<file path="src/rtl/pds_resp_pkg.sv">
`default_nettype none
// ============================================================================
// Package     : pds_resp_pkg
// Description : Shared types and constants for the PDS slave responder:
//               FSM state encoding, register-file depth and default
//               address-window match values.
// Revision    : 1.0 - initial release
// ============================================================================
package pds_resp_pkg;

    typedef enum logic [2:0] {
        IDLE   = 3'd0,
        DECODE = 3'd1,
        WAIT   = 3'd2,
        ACK    = 3'd3,
        VPA    = 3'd4,
        BERR   = 3'd5,
        HOLD   = 3'd6
    } state_e;

    localparam int          REG_COUNT       = 8;
    localparam int          DEF_WAIT_STATES = 2;
    localparam logic [19:0] DEF_REG_BASE    = 20'hF0000;
    localparam logic [15:0] DEF_VPA_BASE    = 16'hEF00;

endpackage
`default_nettype wire

</file>
<file path="src/rtl/pds_resp_if.sv">
`default_nettype none
// ============================================================================
// Interface   : pds_resp_if
// Description : PDS bus bundle between a bus master and the pds_resp slave.
//               Master drives address, strobes and write data; the slave
//               returns read data and the active-low cycle terminations.
// Revision    : 1.0 - initial release
// ============================================================================
interface pds_resp_if;
    logic [23:1] A_IOB;
    logic        nAS_IOB;
    logic        nUDS_IOB;
    logic        nLDS_IOB;
    logic        nWE_IOB;
    logic        nVMA_IOB;
    logic        E;
    logic [15:0] D_IN;
    logic [15:0] D_OUT;
    logic        D_OE;
    logic        nDTACK_IOB;
    logic        nVPA_IOB;
    logic        nBERR_IOB;

    modport master (
        output A_IOB, nAS_IOB, nUDS_IOB, nLDS_IOB, nWE_IOB, nVMA_IOB, E, D_IN,
        input  D_OUT, D_OE, nDTACK_IOB, nVPA_IOB, nBERR_IOB
    );

    modport slave (
        input  A_IOB, nAS_IOB, nUDS_IOB, nLDS_IOB, nWE_IOB, nVMA_IOB, E, D_IN,
        output D_OUT, D_OE, nDTACK_IOB, nVPA_IOB, nBERR_IOB
    );
endinterface
`default_nettype wire

</file>
<file path="src/rtl/pds_resp_sync.sv">
`default_nettype none
// ============================================================================
// Module      : pds_resp_sync
// Description : Two-flop synchronizer for one asynchronous PDS input, with a
//               configurable value loaded on reset.
// Revision    : 1.0 - initial release
// ============================================================================
module pds_resp_sync #(
    parameter logic RST_VAL = 1'b1
) (
    input  wire logic clk,
    input  wire logic rst,
    input  wire logic d_i,
    output logic      q_o
);
    logic meta_q;
    logic sync_q;

    // Two-stage capture of the asynchronous input
    always_ff @(posedge clk) begin
        if (rst) begin
            meta_q <= RST_VAL;
            sync_q <= RST_VAL;
        end else begin
            meta_q <= d_i;
            sync_q <= meta_q;
        end
    end

    assign q_o = sync_q;
endmodule
`default_nettype wire

</file>
<file path="src/rtl/pds_resp.sv">
`default_nettype none
// ============================================================================
// Module      : pds_resp
// Description : PDS bus slave. Decodes an 8-word register window (nDTACK
//               after WAIT_STATES), a bus-error window next to it, and an
//               optional synchronous (nVPA/E-clocked) window with one byte
//               register. Unmatched cycles are held without termination.
// Config      : define PDS_RESP_VPA_EN to enable the VPA window and VREG;
//               when undefined that window decodes as an unterminated cycle.
// Revision    : 1.0 - initial release
// ============================================================================
module pds_resp
    import pds_resp_pkg::*;
#(
    parameter int unsigned WAIT_STATES = DEF_WAIT_STATES,
    parameter logic [19:0] REG_BASE    = DEF_REG_BASE,
    parameter logic [15:0] VPA_BASE    = DEF_VPA_BASE
) (
    input  wire logic C16M,
    input  wire logic RES,
    pds_resp_if.slave bus
);
    localparam logic [2:0] WS_LOAD = 3'(WAIT_STATES);

    // Synchronized master strobes
    logic        as_s;
    logic        uds_s;
    logic        lds_s;

    // FSM and captured cycle attributes
    state_e      state_q, state_d;
    logic [23:1] addr_q, addr_d;
    logic        we_n_q, we_n_d;
    logic [2:0]  cnt_q, cnt_d;
    logic        w_reg_wr;

    // Register file and registered outputs
    logic [15:0] regs_q [REG_COUNT];
    logic [15:0] dout_q, dout_d;
    logic        doe_q, doe_d;
    logic        dtack_n_q, dtack_n_d;
    logic        berr_n_q, berr_n_d;

    pds_resp_sync #(.RST_VAL(1'b1)) u_sync_as  (.clk(C16M), .rst(RES), .d_i(bus.nAS_IOB),  .q_o(as_s));
    pds_resp_sync #(.RST_VAL(1'b1)) u_sync_uds (.clk(C16M), .rst(RES), .d_i(bus.nUDS_IOB), .q_o(uds_s));
    pds_resp_sync #(.RST_VAL(1'b1)) u_sync_lds (.clk(C16M), .rst(RES), .d_i(bus.nLDS_IOB), .q_o(lds_s));

    // Next-state logic: address/direction latched on cycle start, decode, wait count
    always_comb begin
        state_d = state_q;
        addr_d  = addr_q;
        we_n_d  = we_n_q;
        cnt_d   = cnt_q;
        case (state_q)
            IDLE: begin
                if (!as_s) begin
                    state_d = DECODE;
                    addr_d  = bus.A_IOB;
                    we_n_d  = bus.nWE_IOB;
                end
            end
            DECODE: begin
                if (as_s) begin
                    state_d = IDLE;
                end else if (addr_q[23:4] == REG_BASE) begin
                    state_d = WAIT;
                    cnt_d   = WS_LOAD;
                end else if ((addr_q[23:8] == REG_BASE[19:4]) && (addr_q[7:4] != 4'h0)) begin
                    state_d = BERR;
                end else if (addr_q[23:8] == VPA_BASE) begin
`ifdef PDS_RESP_VPA_EN
                    state_d = VPA;
`else
                    state_d = HOLD;
`endif
                end else begin
                    state_d = HOLD;
                end
            end
            WAIT: begin
                // A write may only complete once the master shows a byte lane
                if (as_s) begin
                    state_d = IDLE;
                end else if (cnt_q == 3'd0) begin
                    if (we_n_q || !uds_s || !lds_s) begin
                        state_d = ACK;
                    end
                end else begin
                    cnt_d = cnt_q - 3'd1;
                end
            end
            ACK, VPA, BERR, HOLD: begin
                if (as_s) begin
                    state_d = IDLE;
                end
            end
            default: begin
                state_d = IDLE;
            end
        endcase
    end

    // Register writes happen exactly once, on the edge that enters ACK
    assign w_reg_wr = (state_q == WAIT) && (state_d == ACK) && !we_n_q;

`ifdef PDS_RESP_VPA_EN
    logic       vma_s;
    logic       e_s;
    logic       e_prev_q;
    logic       vpa_done_q, vpa_done_d;
    logic       vpa_n_q, vpa_n_d;
    logic [7:0] vreg_q;
    logic       w_e_fall;
    logic       w_vpa_xfer;

    pds_resp_sync #(.RST_VAL(1'b1)) u_sync_vma (.clk(C16M), .rst(RES), .d_i(bus.nVMA_IOB), .q_o(vma_s));
    pds_resp_sync #(.RST_VAL(1'b0)) u_sync_e   (.clk(C16M), .rst(RES), .d_i(bus.E),        .q_o(e_s));

    // Only the first qualified E falling edge of a VPA cycle transfers
    assign w_e_fall   = e_prev_q & ~e_s;
    assign w_vpa_xfer = (state_q == VPA) && !vpa_done_q && w_e_fall && !vma_s;
    assign vpa_done_d = (state_q == VPA) && (vpa_done_q || w_vpa_xfer);
    assign vpa_n_d    = (state_d != VPA);

    // E edge history, single-transfer flag, VREG and nVPA output
    always_ff @(posedge C16M) begin
        if (RES) begin
            e_prev_q   <= 1'b0;
            vpa_done_q <= 1'b0;
            vreg_q     <= 8'h00;
            vpa_n_q    <= 1'b1;
        end else begin
            e_prev_q   <= e_s;
            vpa_done_q <= vpa_done_d;
            vpa_n_q    <= vpa_n_d;
            if (w_vpa_xfer && !we_n_q && !lds_s) begin
                vreg_q <= bus.D_IN[7:0];
            end
        end
    end

    assign bus.nVPA_IOB = vpa_n_q;
`else
    logic unused_vpa_in;
    assign unused_vpa_in = bus.E ^ bus.nVMA_IOB;
    assign bus.nVPA_IOB  = 1'b1;
`endif

    // Output next values follow the next state so terminations change on the same edge
    always_comb begin
        dtack_n_d = (state_d != ACK);
        berr_n_d  = (state_d != BERR);
        doe_d     = 1'b0;
        dout_d    = 16'h0000;
        if ((state_d == ACK) && we_n_q) begin
            doe_d  = 1'b1;
            dout_d = regs_q[addr_q[3:1]];
        end
`ifdef PDS_RESP_VPA_EN
        else if ((state_d == VPA) && we_n_q) begin
            doe_d  = 1'b1;
            dout_d = {8'h00, vreg_q};
        end
`endif
    end

    // State, cycle attributes, register file and output registers
    always_ff @(posedge C16M) begin
        if (RES) begin
            state_q   <= IDLE;
            addr_q    <= '0;
            we_n_q    <= 1'b1;
            cnt_q     <= 3'd0;
            dout_q    <= 16'h0000;
            doe_q     <= 1'b0;
            dtack_n_q <= 1'b1;
            berr_n_q  <= 1'b1;
            for (int i = 0; i < REG_COUNT; i++) begin
                regs_q[i] <= 16'h0000;
            end
        end else begin
            state_q   <= state_d;
            addr_q    <= addr_d;
            we_n_q    <= we_n_d;
            cnt_q     <= cnt_d;
            dout_q    <= dout_d;
            doe_q     <= doe_d;
            dtack_n_q <= dtack_n_d;
            berr_n_q  <= berr_n_d;
            if (w_reg_wr) begin
                if (!uds_s) begin
                    regs_q[addr_q[3:1]][15:8] <= bus.D_IN[15:8];
                end
                if (!lds_s) begin
                    regs_q[addr_q[3:1]][7:0] <= bus.D_IN[7:0];
                end
            end
        end
    end

    assign bus.D_OUT      = dout_q;
    assign bus.D_OE       = doe_q;
    assign bus.nDTACK_IOB = dtack_n_q;
    assign bus.nBERR_IOB  = berr_n_q;

endmodule
`default_nettype wire

</file>
<file path="src/flat_wrapper.sv">
// flat-port wrapper written by rule: the top's interface ports become plain ports
module pds_resp_flat import pds_resp_pkg::*;
#(
    parameter int unsigned WAIT_STATES = DEF_WAIT_STATES,
    parameter logic [19:0] REG_BASE    = DEF_REG_BASE,
    parameter logic [15:0] VPA_BASE    = DEF_VPA_BASE
)
  (C16M, RES, bus_A_IOB, bus_nAS_IOB, bus_nUDS_IOB, bus_nLDS_IOB, bus_nWE_IOB, bus_nVMA_IOB, bus_E, bus_D_IN, bus_D_OUT, bus_D_OE, bus_nDTACK_IOB, bus_nVPA_IOB, bus_nBERR_IOB);
  pds_resp_if bus_i ();
  input  wire logic C16M;
  input  wire logic RES;
  input wire logic [$bits(bus_i.A_IOB)-1:0] bus_A_IOB;
  input wire logic [$bits(bus_i.nAS_IOB)-1:0] bus_nAS_IOB;
  input wire logic [$bits(bus_i.nUDS_IOB)-1:0] bus_nUDS_IOB;
  input wire logic [$bits(bus_i.nLDS_IOB)-1:0] bus_nLDS_IOB;
  input wire logic [$bits(bus_i.nWE_IOB)-1:0] bus_nWE_IOB;
  input wire logic [$bits(bus_i.nVMA_IOB)-1:0] bus_nVMA_IOB;
  input wire logic [$bits(bus_i.E)-1:0] bus_E;
  input wire logic [$bits(bus_i.D_IN)-1:0] bus_D_IN;
  output wire logic [$bits(bus_i.D_OUT)-1:0] bus_D_OUT;
  output wire logic [$bits(bus_i.D_OE)-1:0] bus_D_OE;
  output wire logic [$bits(bus_i.nDTACK_IOB)-1:0] bus_nDTACK_IOB;
  output wire logic [$bits(bus_i.nVPA_IOB)-1:0] bus_nVPA_IOB;
  output wire logic [$bits(bus_i.nBERR_IOB)-1:0] bus_nBERR_IOB;
  assign bus_i.A_IOB = bus_A_IOB;
  assign bus_i.nAS_IOB = bus_nAS_IOB;
  assign bus_i.nUDS_IOB = bus_nUDS_IOB;
  assign bus_i.nLDS_IOB = bus_nLDS_IOB;
  assign bus_i.nWE_IOB = bus_nWE_IOB;
  assign bus_i.nVMA_IOB = bus_nVMA_IOB;
  assign bus_i.E = bus_E;
  assign bus_i.D_IN = bus_D_IN;
  assign bus_D_OUT = bus_i.D_OUT;
  assign bus_D_OE = bus_i.D_OE;
  assign bus_nDTACK_IOB = bus_i.nDTACK_IOB;
  assign bus_nVPA_IOB = bus_i.nVPA_IOB;
  assign bus_nBERR_IOB = bus_i.nBERR_IOB;
  pds_resp #(.WAIT_STATES(WAIT_STATES), .REG_BASE(REG_BASE), .VPA_BASE(VPA_BASE)) u_core (.C16M(C16M), .RES(RES), .bus(bus_i));
endmodule
</file>
<file path="config.mk">
export PLATFORM = sky130hd
export DESIGN_NAME = pds_resp_flat
export DESIGN_NICKNAME = d
export VERILOG_FILES = /design/src/rtl/pds_resp_pkg.sv /design/src/rtl/pds_resp_if.sv /design/src/rtl/pds_resp_sync.sv /design/src/rtl/pds_resp.sv /design/src/flat_wrapper.sv
export SDC_FILE = /design/constraint.sdc
export NUM_CORES = 1
export LEC_CHECK = 0
export CORE_ASPECT_RATIO = 1.5
export CORE_MARGIN = 5
export CORE_UTILIZATION = 35
export CTS_BUF_LIST = sky130_fd_sc_hd__clkbuf_8
export CTS_CLUSTER_DIAMETER = 120
export DETAILED_ROUTE_END_ITERATION = 16
export PLACE_DENSITY = 0.54
export SLEW_MARGIN = 20
export SYNTH_ARGS = -nofsm -noshare
export SYNTH_HDL_FRONTEND = slang
export SYNTH_SLANG_ARGS = --single-unit
</file>
<file path="constraint.sdc">
create_clock -name C16M -period 4 [get_ports C16M]
set_input_delay 0.8 -clock C16M [delete_from_list [all_inputs] [get_ports C16M]]
set_output_delay 0.8 -clock C16M [all_outputs]
set_load 0.1 [all_outputs]
</file>
Word level (Yosys, flattened, before mapping)

Memory sizes are Yosys's and may differ from the RTL's. A register that Yosys moved wholly into a read port is not among the register bits.
Index checks and enable logic that the tools add are counted.

Bits in registers: 39
Memory bits (writable): 128
Input port bits: 47
Output and inout bits: 20
Logic and storage cells: 78
Memories kept: 1

Memories:

| name          | depth | width | read ports | clocked after memory_dff | wr ports | line           | source |
|---|---|---|---|---|---|---|---|
| u_core.regs_q | 8     | 16    | 1          | 1                        | 8        | pds_resp.sv:38 | `logic [15:0] regs_q [REG_COUNT];` |

Add/sub/neg operators: 1
Equality and inequality tests: 15
Mux-type cells: 28
Bitwise logic cells: 2
Reduce and logical (&&, ||, !) cells: 18

Operator list:

| kind                                                                    | count |
|---|---|
| 3-bit two-way mux                                                       | 12 |
| 20-bit == test, second input constant                                   | 1 |
| 16-bit == test, second input constant                                   | 1 |
| 16-bit two-way mux                                                      | 1 |
| 16-bit OR reduction                                                     | 1 |
| 3-bit one-hot mux with 4 select lines                                   | 1 |
| 1-bit two-way mux                                                       | 11 |
| 3-bit by 2-bit == test with 1-bit output, second input constant         | 3 |
| 3-bit == test, second input constant                                    | 3 |
| 3-bit zero test                                                         | 2 |
| 2-bit inequality test, second input constant                            | 3 |
| 3-bit one-hot mux with 2 select lines                                   | 1 |
| 5-bit AND reduction                                                     | 1 |
| 1-bit logical AND                                                       | 4 |
| 2-bit two-way mux                                                       | 2 |
| 4-bit nonzero test                                                      | 1 |
| 4-bit OR reduction                                                      | 1 |
| 3-bit by 1-bit == test with 1-bit output, second input constant         | 1 |
| 1-bit zero test                                                         | 3 |
| 3-bit by 2-bit inequality test with 1-bit output, second input constant | 1 |
| 3-bit inequality test, second input constant                            | 1 |
| 3-bit by 1-bit subtractor with 3-bit output, second input constant      | 1 |
| 1-bit logical OR                                                        | 2 |
| 2-bit by 1-bit inequality test with 1-bit output, second input constant | 1 |
| other kinds (4)                                                         | 5 |

Logic depth before layout (Yosys ltp)

Gate-level depths: netlist of run 1.

Word-level depth: 15
Mapped depth: 9
Depth with buffers taken out: 7

By module

A second synthesis of run 1 with hierarchy kept.

Cells, all modules: 660
Area total of the unflattened synthesis: 7842.5 um^2

By module, submodules not included:

| module        | instances | cells an instance | area an instance (um^2) | seq. area each (um^2) |
|---|---|---|---|---|
| pds_resp      | 1         | 648               | 7684.9                  | 4824.6 |
| pds_resp_sync | 3         | 4                 | 52.6                    | 40.0 |

Worst setup path before layout of run 1

OpenSTA, ideal clock, no wires.

Path kind: input to register
Start point: input port RES
End point: memory u_core.regs_q[0][0], enable pin
Library setup time: 0.375 ns
Arrival time: 2.017 ns
Required time: 3.625 ns
Path slack: 1.608 ns
Cell stages on the path: 5
Buffers on the path: 1
Cell sequence: nor3_1 o2111a_1 buf_4 nand4b_1 o21bai_1

RTL lines:

| what               | line               | source |
|---|---|---|
| start: declaration | flat_wrapper.sv:11 | `input wire logic RES;` |
| end: declaration   | pds_resp.sv:38     |  |

==> summary.txt, run 1 <==
Status
  – Status: completed

Worst hold path
  – Hold Path Class: reg2reg
  – Hold depth: 1

Setup path
  – Buf/Inv on CP: 2
  – R2R Path Start: u_core.cnt_q[0]
  – Slowest cell on crit path: nand4b_1
  – Crit path DAT: 3.13 ns
  – Critical Path Fanout Max: 11
  – Crit-path cells: clkdlybuf4s50_1, nor3_1, o2111a_1, nand4b_1, o21bai_1, buf_4
  – CP startpoint kind: input port
  – Worst setup EP type: register
  – Reg2Reg Capture Point: u_core.regs_q[4][10]
  – CP Class: in2reg
  – Crit path depth: 6
  – Crit path capture: u_core.regs_q[4][10]
  – CP delay by family, top: simple AND/OR/NAND/NOR gates
  – Critical path's largest stage delay: 0.67 ns
  – Data required time of the critical path: 4.17 ns
  – Worst R2R Path Depth: 8
  – Crit path launch: RES
  – R2R Setup Slk: 1.18 ns

Synth
  – Synthesis-stage register bit count: 183
  – Count of different cell masters after synthesis: 51
  – Async S/R FF share, synth: 0%
  – EDFF count, synth: 128
  – Syn Area/Cell: 11.9 µm²
  – Leading area contributor after synthesis: edfxtp_1
  – Mapped Cells: 638
  – Synth warnings: 0
  – Post-synthesis sequential area ratio: 64.9%
  – Synth area leaders: edfxtp_1 (50%), dfxtp_1 (14%), nor2_1 (7.2%), mux4_2 (5.0%), nand2_1 (3.6%)
  – Most used DFF post-synth: edfxtp_1
  – Post-synth top area share: 50.4%
  – Synthesized area: 7620 µm²
  – Synth Net Count: 687

Route
  – Drt total wl: 18.0 mm
  – Initial DRC count: 307
  – Routed len/inst: 18.1 µm
  – Antenna Nets Post-Route: 0
  – Residual DRC count: 0
  – Drt pass-1 iters: 5
  – Routed vias: 5018
  – Vias per cell: 5.05

Pwr
  – Worst VDD drop: 0.000152 V
  – Pleak: 2.94 nW
  – P per Cell Area: 400 nW/µm²

Timing
  – RSZ-0062 raised after global routing: no
  – Final WS setup: 1.04 ns
  – Final Hold Fails: 0
  – Crit path time final: 2.96 ns
  – Worst-Margin Slew: 0.975 ns
  – Final TNS setup: 0 ns
  – Max-slew headroom: 34.8%
  – Final period util: 74.0%
  – Worst Clk Skew: 0.0143 ns
  – Fmax: 338 MHz
  – Final setup viols: 0
  – Slew Limit Fails: 0
  – Hold WS: 0.414 ns

GRT
  – Largest net degree at the start of global routing: 57
  – Total GRT Usage: 15.2%
  – First-pass GRT wire length: 28.3 mm
  – Vias in the first global route: 5215
  – GRT overflow: 0
  – Antenna violations before repair: 0

Floorplan
  – DIE HEIGHT: 191 µm
  – IO Count: 67
  – Initial Util: 35.4%
  – Die Footprint: 24900 µm²
  – Placeable Area: 21600 µm²
  – Row cnt: 66
  – Die Width: 130 µm

Finish
  – Final nets: 758
  – P&R area growth vs syn: 18.8%
  – Inserted Diodes: 0
  – Multi-input gate area: 2480 µm²
  – Core Util, Final: 42.0%
  – Proportion of layout cells with a drive suffix above 1: 13.2%
  – Design area: 9050 µm²
  – FF+latch area: 4950 µm²
  – FILL cells: 2006

Placement
  – Place WS: 0.578 ns
  – Detailed placer's ending HPWL: 12.5 mm
  – Routability Congestion: 0.808
  – DP Area: 8640 µm²
  – Port buffer count: 63

Clock tree
  – Worst-skew pair later-pin latency: 0.47 ns
  – Clock Tree Root: clkbuf_8
  – Post-CTS Hold Buffers: 0
  – TritonCTS clock tree: built
  – PostCTS Resize Cnt: 0
  – Num CTS Buffers: 17
  – Max Root-Sink Buffers: 2
  – H-tree Lvls: 4
  – Clk slew on worst S/H paths: 0.09 ns
  – # clock sinks: 183
  – Post-CTS setup buffer count: 0

Job
  – Max cap viols: 0
-- worst min-delay path by stage --
| stage | start | slack [ns] | to |
|---|---|---|---|
| 6_report | u_core.u_sync_uds.meta_q | 0.41 | u_core.u_sync_uds.q_o |
| 5_1_grt | u_core.u_sync_uds.meta_q | 0.43 | u_core.u_sync_uds.q_o |
| 4_1_cts | u_core.u_sync_uds.meta_q | 0.41 | u_core.u_sync_uds.q_o |
| 3_5_place_dp | u_core.u_sync_as.meta_q | 0.40 | u_core.u_sync_as.q_o |
| 3_3_place_gp | u_core.u_sync_as.meta_q | 0.40 | u_core.u_sync_as.q_o |
| 2_1_floorplan | u_core.u_sync_as.meta_q | 0.39 | u_core.u_sync_as.q_o |
-- per-layer routing --
layer	share of wire (%)	track usage [%]	vias up	wire length [µm]
met5	0	0	-	0
met4	2.1	5.70	0	382
met3	4.1	3.05	22	742
met2	52	26.4	133	9460
met1	41	18.5	2459	7460
li1	-	-	2404	-
-- state kept, by name (all words and copies together) (netlist names), 3 cells and up --
name              flops
u_core.addr_q        23
u_core.bus.D_OUT     16
u_core.cnt_q          3
u_core.regs_q       128
u_core.state_q        3
-- through the flow --
| stage | power, mW | instances |
|---|---|---|
| 5_1_grt | 3.75 | 994 |
| 4_1_cts | 3.67 | 994 |
| 2_1_floorplan | 2.25 | 638 |
| 3_5_place_dp | 2.35 | 962 |
| 6_report | 3.62 | 994 |
| 3_3_place_gp | 2.34 | 962 |
-- area by class of cell --
type	instances	share of cell area, %
Clock buffer	19	2.89
Clock inverter	13	1.67
Inverter	6	0.249
Multi-Input combinational cell	408	27.3
Sequential cell	183	54.6
Tap cell	272	3.76
Timing Repair Buffer	93	9.45
-- cells in the final DEF (no fill, tap or decap), drive strengths merged, types with 4 or more instances in the layout --
cell type,Yosys,layout
mux2i,22,22
nand2b,4,4
o2bb2ai,6,6
or3,5,5
inv,6,15
buf,23,30
nor2b,8,8
nand4,4,4
a21oi,36,36
o21bai,16,16
nor2,146,146
dfxtp,55,55
clkdlybuf4s50,0,63
a22o,5,5
a22oi,5,5
nand2,73,73
clkbuf,18,19
mux2,5,5
nand4b,4,4
nor3,7,7
edfxtp,128,128
or2,8,8
mux4,17,17
-- cell usage after synthesis, types with 3 or more instances --
cell type	instances
dfxtp_1	55
nand4_1	4
mux2_2	4
o21bai_1	16
nor2_1	146
nor2b_1	8
a211oi_1	3
nor3_1	6
or3_1	5
a22oi_1	5
nand2_1	73
buf_2	14
or4_1	3
nand3_1	3
mux4_2	17
buf_1	7
or2_2	8
clkbuf_1	18
mux2i_1	22
edfxtp_1	128
a21oi_1	35
inv_1	6
nand4b_1	4
o2bb2ai_1	6
a22o_1	5
nand2b_1	4
-- cell families (layout without fill, tap and decap cells) --
logic type                 count (synthesis)  count (layout)  share of synthesized area (%)
AOI/OAI and AO/OA                         88              88                           7.83
muxes                                     44              44                           8.65
DFF                                      183             183                           64.9
adders and majority gates                  2               2                          0.328
other                                      1               1                         0.0492
buffers and inverters                     47             131                           2.64
and+or+nand+nor                          273             273                           15.6
-- worst register-to-register path, delay by kind of cell (launching register included) --
family | cells | cell delay, ns
flops | 1 | 0.33
simple gates | 2 | 0.80
buf+inv | 2 | 0.29
fa+ha+maj | 2 | 0.32
compound gates | 2 | 0.80
-- report_power, final --
part / total, mW / leakage [nW] / internal, mW / switching [mW]
clock network: 1.32 / 0.226 / 0.651 / 0.666
registers: 2.10 / 1.77 / 2.07 / 0.0249
logic: 0.206 / 0.947 / 0.103 / 0.103
total: 3.62 / 2.94 / 2.83 / 0.794
No activity file was read; power rests on OpenSTA's default activity.
==> inputs of run 2 (changes only) <==
==> constraint.sdc (replaced) <==
create_clock -name C16M -period 3 [get_ports C16M]
set_input_delay 0.6 -clock C16M [delete_from_list [all_inputs] [get_ports C16M]]
set_output_delay 0.6 -clock C16M [all_outputs]
set_load 0.1 [all_outputs]
==> run 2 against run 1 <==
  * Combinational power grew 35%
  * Clock power grew 41%
  * Design area grew 0.82%
  * First-iteration DRC count grew 13%
  * Sequential share of layout area shrank 0.44 points
  * Non-clock buffer count grew 12
  * Core utilization grew 0.34 points
  * Sequential cell count is the same
  * Via count shrank 0.48%
  * Register-to-register slack lost 0.55 ns
  * Clock-buffer cell count shrank 2
==> summary.txt, run 2 (synthesis results as in run 1) <==
Worst hold path
  – Hold Path Class: reg2reg (unchanged)
  – Hold depth: 1 (unchanged)
  – Worst Min Path Start: u_core.u_sync_as.meta_q (was u_core.u_sync_uds.meta_q)
  – WHS Endpoint: u_core.u_sync_as.q_o (was u_core.u_sync_uds.q_o)

Setup path
  – Worst R2R Path Depth: 8 (unchanged)
  – Worst setup EP type: register (unchanged)
  – Critical path's largest stage delay: 0.42 ns (was 0.67 ns)
  – Critical path's most frequent cell: ha_1
  – Buf/Inv on CP: 2 (unchanged)
  – Slowest cell on crit path: o2111a_1 (was nand4b_1)
  – Critical Path Fanout Max: 10 (was 11)
  – R2R Path Start: u_core.cnt_q[0] (unchanged)
  – Crit-path cells: inv_1, ha_1, ha_1, or2_2, o2111a_1, nand4_1, o21bai_1, buf_4 (was clkdlybuf4s50_1, nor3_1, o2111a_1, nand4b_1, o21bai_1, buf_4)
  – Crit path DAT: 2.58 ns (was 3.13 ns)
  – CP startpoint kind: register (was input port)
  – CP Class: reg2reg (was in2reg)
  – Reg2Reg Capture Point: u_core.regs_q[5][11] (was u_core.regs_q[4][10])
  – CP delay by family, top: compound AO/OA/AOI/OAI gates (was simple AND/OR/NAND/NOR gates)
  – Data required time of the critical path: 3.20 ns (was 4.17 ns)
  – R2R Setup Slk: 0.63 ns (was 1.18 ns)

Timing
  – Slew Limit Fails: 0 (unchanged)
  – Final Hold Fails: 0 (unchanged)
  – Final TNS setup: 0 ns (unchanged)
  – RSZ-0062 raised after global routing: no (unchanged)
  – Fmax: 421 MHz
  – Crit path time final: 2.37 ns
  – Final setup viols: 0 (unchanged)
  – Max-slew headroom: 46.7% (was 34.8%)
  – Worst-Margin Slew: 0.796 ns (was 0.975 ns)
  – Final period util: 79.1%
  – Worst Clk Skew: 0.00917 ns (was 0.0143 ns)

Floorplan
  – Die Footprint: 24900 µm² (unchanged)
  – Die Width: 130 µm (unchanged)
  – IO Count: 67 (unchanged)
  – Placeable Area: 21600 µm² (unchanged)
  – Row cnt: 66 (unchanged)
  – Initial Util: 35.4% (unchanged)
  – DIE HEIGHT: 191 µm (unchanged)

GRT
  – Vias in the first global route: 5243 (was 5215)
  – Total GRT Usage: 15.5% (was 15.2%)
  – Largest net degree at the start of global routing: 57 (unchanged)
  – First-pass GRT wire length: 28.9 mm (was 28.3 mm)
  – Antenna violations before repair: 0 (unchanged)
  – GRT overflow: 0 (unchanged)

Route
  – Antenna Nets Post-Route: 0 (unchanged)
  – Routed len/inst: 17.9 µm (was 18.1 µm)
  – Residual DRC count: 0 (unchanged)
  – Initial DRC count: 346 (was 307)
  – Drt pass-1 iters: 5 (unchanged)
  – Vias per cell: 4.96 (was 5.05)
  – Routed vias: 4994 (was 5018)
  – Drt total wl: 18.0 mm (about the same)

Pwr
  – Worst VDD drop: 0.000209 V (was 0.000152 V)
  – Pleak: 3.03 nW (was 2.94 nW)
  – P per Cell Area: 541 nW/µm² (was 400 nW/µm²)

Job
  – Max cap viols: 0 (unchanged)

Status
  – Status: completed (unchanged)

Finish
  – Biggest register: u_core.regs_q (unchanged)
  – Most common cell after layout, fill and taps aside: nor2_1 (unchanged)
  – Core Util, Final: 42.4% (was 42.0%)
  – Final nets: 770 (was 758)
  – Design area: 9130 µm² (was 9050 µm²)
  – P&R area growth vs syn: 19.8% (was 18.8%)
  – Inserted Diodes: 0 (unchanged)
  – Proportion of layout cells with a drive suffix above 1: 17.6% (was 13.2%)
  – Max FFs per register: 128 (unchanged)
  – Commonest non-fill, non-tap cells in the layout: nor2_1 (146), edfxtp_1 (128), nand2_1 (73) (unchanged)

Placement
  – Detailed placer's ending HPWL: 12.7 mm (was 12.5 mm)
  – Port buffer count: 63 (unchanged)
  – Routability Congestion: 0.819 (was 0.808)
  – DP Area: 8680 µm² (was 8640 µm²)

Clock tree
  – # clock sinks: 183 (unchanged)
  – TritonCTS clock tree: built (unchanged)
  – PostCTS Resize Cnt: 0 (unchanged)
  – Num CTS Buffers: 17 (unchanged)
  – H-tree Lvls: 4 (unchanged)
  – Worst-skew pair later-pin latency: 0.48 ns (was 0.47 ns)
  – Clk slew on worst S/H paths: 0.10 ns (was 0.09 ns)
  – Max Root-Sink Buffers: 2 (unchanged)
  – Clock Tree Root: clkbuf_8 (unchanged)
  – Post-CTS Hold Buffers: 0 (unchanged)
  – Post-CTS setup buffer count: 0 (unchanged)
-- run 2: cell types whose count changed in the layout (fill, tap and decap cells not counted), sizes merged --
cell | previous run | this run
clkbuf | 19 | 17
bufinv | 3 | 4
clkdlybuf4s50 | 63 | 44
clkinv | 1 | 2
buf | 30 | 61
-- run 2: cell type report --
type                       count  area, µm²
fill                        2034      12400
sequential                   183       4950
multi-input combinational    408       2480
clock inverter                15        210
clock buffer                  17        234
timing repair buffer         105        898
inverter                       6       22.5
tap                          272        340
-- run 2: how the worst max path moves through the flow --
stage                                from              endpoint  slack [ns]  depth (start not counted)
after floorplan           u_core.cnt_q[0]   u_core.regs_q[0][0]        0.80                          8
after global placement                RES  u_core.regs_q[5][13]        0.26                          6
after detailed placement              RES  u_core.regs_q[5][15]        0.21                          6
after CTS                 u_core.cnt_q[0]  u_core.regs_q[5][11]        0.58                          8
after global routing      u_core.cnt_q[0]  u_core.regs_q[5][11]        0.42                          8
final                     u_core.cnt_q[0]  u_core.regs_q[5][11]        0.63                          8
-- run 2: power by group --
group          switching [mW]  internal (mW)
registers              0.0318           2.76
clock network           0.933          0.929
logic                   0.140          0.139
total                    1.10           3.83
-- run 2: routing by layer --
layer  global-route usage [%]  wire, µm  vias up  part of all wire, %
li1                         -         -     2427                    -
met1                     19.0      7070     2394                   39
met2                     27.2      9660      156                   54
met3                     2.91       986       17                  5.5
met4                     4.99       280        0                  1.6
met5                        0         0        -                    0
-- run 2: stage by stage --
step | std cells | hold slack (ns) | setup WS (ns) | total power, mW
after global placement | 974 | 0.394 | 0.262 | 3.13
final | 1006 | 0.412 | 0.626 | 4.93
after detailed placement | 974 | 0.395 | 0.213 | 3.14
after CTS | 1006 | 0.407 | 0.585 | 4.99
after floorplan | 638 | 0.389 | 0.800 | 3.00
after global routing | 1006 | 0.434 | 0.425 | 5.13
==> inputs of run 3 (changes only) <==
==> constraint.sdc (replaced) <==
create_clock -name C16M -period 2.5 [get_ports C16M]
set_input_delay 0.5 -clock C16M [delete_from_list [all_inputs] [get_ports C16M]]
set_output_delay 0.5 -clock C16M [all_outputs]
set_load 0.1 [all_outputs]
==> run 3 against run 2 <==
  * Via count up 0.70%
  * Clock power grew 7%
  * Sequential share of layout area increased by 0.10 points
  * Maximum frequency rose by 10%
  * Core utilization fell by 0.081 points
  * Final cell count increased by 0.40%
  * Sequential cell count is the same
  * Hold slack got worse by 0.0070 ns
  * Global-route usage shrank 0.44 points
  * Largest power group unchanged
==> summary.txt, run 3 (synthesis results as in run 1) <==
Timing
  – Fmax: 463 MHz (was 421 MHz)
  – Crit path time final: 2.16 ns (was 2.37 ns)
  – Final TNS setup: 0 ns (unchanged)
  – Final WS setup: 0.342 ns (was 0.626 ns)
  – Final setup viols: 0 (unchanged)
  – Worst Clk Skew: 0.0156 ns (was 0.00917 ns)
  – Slew Limit Fails: 0 (unchanged)
  – Final Hold Fails: 0 (unchanged)
  – Final period util: 86.3% (was 79.1%)
  – Hold WS: 0.405 ns (was 0.412 ns)
  – Max-slew headroom: 50.5% (was 46.7%)
  – RSZ-0062 raised after global routing: no (unchanged)
  – Worst-Margin Slew: 0.742 ns (was 0.796 ns)

Placement
  – DP Area: 8710 µm² (was 8680 µm²)
  – Place WS: 0.0597 ns (was 0.213 ns)
  – Detailed placer's ending HPWL: 13.0 mm (was 12.7 mm)
  – Port buffer count: 63 (unchanged)
  – Routability Congestion: 0.822 (was 0.819)

Route
  – Routed len/inst: 17.5 µm (was 17.9 µm)
  – Drt total wl: 17.6 mm (was 18.0 mm)
  – Routed vias: 5029 (was 4994)
  – Vias per cell: 4.98 (was 4.96)
  – Initial DRC count: 345 (was 346)
  – Antenna Nets Post-Route: 0 (unchanged)
  – Drt pass-1 iters: 5 (unchanged)
  – Residual DRC count: 0 (unchanged)

GRT
  – Total GRT Usage: 15.0% (was 15.5%)
  – First-pass GRT wire length: 28.2 mm (was 28.9 mm)
  – GRT overflow: 0 (unchanged)
  – Antenna violations before repair: 0 (unchanged)
  – Vias in the first global route: 5167 (was 5243)
  – Largest net degree at the start of global routing: 57 (unchanged)

Worst hold path
  – Hold depth: 1 (unchanged)
  – WHS Endpoint: u_core.u_sync_as.q_o (unchanged)
  – Hold Path Class: reg2reg (unchanged)
  – Worst Min Path Start: u_core.u_sync_as.meta_q (unchanged)

Finish
  – Design area: 9110 µm² (was 9130 µm²)
  – Inserted Diodes: 0 (unchanged)
  – Most common cell after layout, fill and taps aside: nor2_1 (unchanged)
  – Final nets: 774 (was 770)
  – Proportion of layout cells with a drive suffix above 1: 17.3% (was 17.6%)
  – Biggest register: u_core.regs_q (unchanged)
  – P&R area growth vs syn: 19.5% (was 19.8%)
  – Max FFs per register: 128 (unchanged)
  – Commonest non-fill, non-tap cells in the layout: nor2_1 (146), edfxtp_1 (128), nand2_1 (73) (unchanged)

Setup path
  – Critical path's largest stage delay: 0.36 ns (was 0.42 ns)
  – Crit-path cells: inv_1, ha_1, ha_1, or2_2, o2111a_1, buf_4, nand4_1, buf_4, nor2_1 (was inv_1, ha_1, ha_1, or2_2, o2111a_1, nand4_1, o21bai_1, buf_4)
  – CP Class: reg2reg (unchanged)
  – Reg2Reg Capture Point: u_core.regs_q[5][10] (was u_core.regs_q[5][11])
  – CP startpoint kind: register (unchanged)
  – Buf/Inv on CP: 3 (was 2)
  – R2R Path Start: u_core.cnt_q[0] (unchanged)
  – Slowest cell on crit path: dfxtp_1 (was o2111a_1)
  – Crit path DAT: 2.37 ns (was 2.58 ns)
  – Critical Path Fanout Max: 9 (was 10)
  – Data required time of the critical path: 2.71 ns (was 3.20 ns)
  – Worst R2R Path Depth: 9 (was 8)
  – Worst setup EP type: register (unchanged)
  – CP delay by family, top: simple AND/OR/NAND/NOR gates (was compound AO/OA/AOI/OAI gates)
  – R2R Setup Slk: 0.34 ns (was 0.63 ns)

Clock tree
  – Post-CTS setup buffer count: 0 (unchanged)
  – # clock sinks: 183 (unchanged)
  – TritonCTS clock tree: built (unchanged)
  – Clk slew on worst S/H paths: 0.09 ns (was 0.10 ns)
  – Num CTS Buffers: 17 (unchanged)
  – Max Root-Sink Buffers: 2 (unchanged)
  – Worst-skew pair later-pin latency: 0.47 ns (was 0.48 ns)
  – Post-CTS Hold Buffers: 0 (unchanged)
  – PostCTS Resize Cnt: 0 (unchanged)
  – Clock Tree Root: clkbuf_8 (unchanged)
  – H-tree Lvls: 4 (unchanged)

Pwr
  – Pleak: 3.05 nW (was 3.03 nW)
  – Worst VDD drop: 0.000266 V (was 0.000209 V)
  – P per Cell Area: 623 nW/µm² (was 541 nW/µm²)

Floorplan
  – Initial Util: 35.4% (unchanged)
  – Row cnt: 66 (unchanged)
  – Die Width: 130 µm (unchanged)
  – Placeable Area: 21600 µm² (unchanged)
  – Die Footprint: 24900 µm² (unchanged)
  – IO Count: 67 (unchanged)
  – DIE HEIGHT: 191 µm (unchanged)

Job
  – Max cap viols: 0 (unchanged)

Status
  – Status: completed (unchanged)
## run 3: cell count changes in the layout (fill, tap and decap cells not counted), sizes merged
cell	delta
buf	+4
bufinv	-2
clkbuf	+4
inv	-2
## run 3: cell type report
| class | instances | area, µm² |
|---|---|---|
| well taps | 272 | 340 |
| clock inverters | 11 | 108 |
| fillers | 2021 | 12400 |
| clock buffers | 21 | 289 |
| inverters | 6 | 22.5 |
| repair buffers | 109 | 928 |
| flip-flops and latches | 183 | 4950 |
| multi-input cells | 408 | 2480 |
## run 3: worst max path at each step
stage               cells after the start                    to            start
finish                                  9  u_core.regs_q[5][10]  u_core.cnt_q[0]
global route                            9  u_core.regs_q[5][12]  u_core.cnt_q[0]
CTS                                     9  u_core.regs_q[5][10]  u_core.cnt_q[0]
detailed placement                      7   u_core.regs_q[1][3]              RES
global placement                        7  u_core.regs_q[1][12]              RES
floorplan                               8   u_core.regs_q[0][0]  u_core.cnt_q[0]
## run 3: per-stage QoR
stage          power, mW  util [%]  instances
6_report            5.68      42.3       1010
5_1_grt             5.90      42.3       1010
4_1_cts             5.74      42.3       1010
3_5_place_dp        3.76      40.4        978
3_3_place_gp        3.75      40.4        978
2_1_floorplan       3.60         -        638
## run 3: where the power goes
part           leakage [nW]  switching [mW]  total (mW)  internal (mW)
sequential             1.77          0.0430        3.36           3.31
clock                 0.223            1.01        1.99          0.981
combinational          1.06           0.162       0.330          0.168
total                  3.05            1.21        5.68           4.46
## run 3: metal layers
| layer | share of wire, % | routed length [µm] | track usage [%] | vias to the layer above |
|---|---|---|---|---|
| met5 | 0 | 0 | 0 | - |
| met1 | 40 | 7090 | 18.6 | 2432 |
| met3 | 5.3 | 935 | 3.36 | 26 |
| li1 | - | - | - | 2441 |
| met4 | 2.1 | 369 | 5.34 | 0 |
| met2 | 52 | 9250 | 25.7 | 130 |
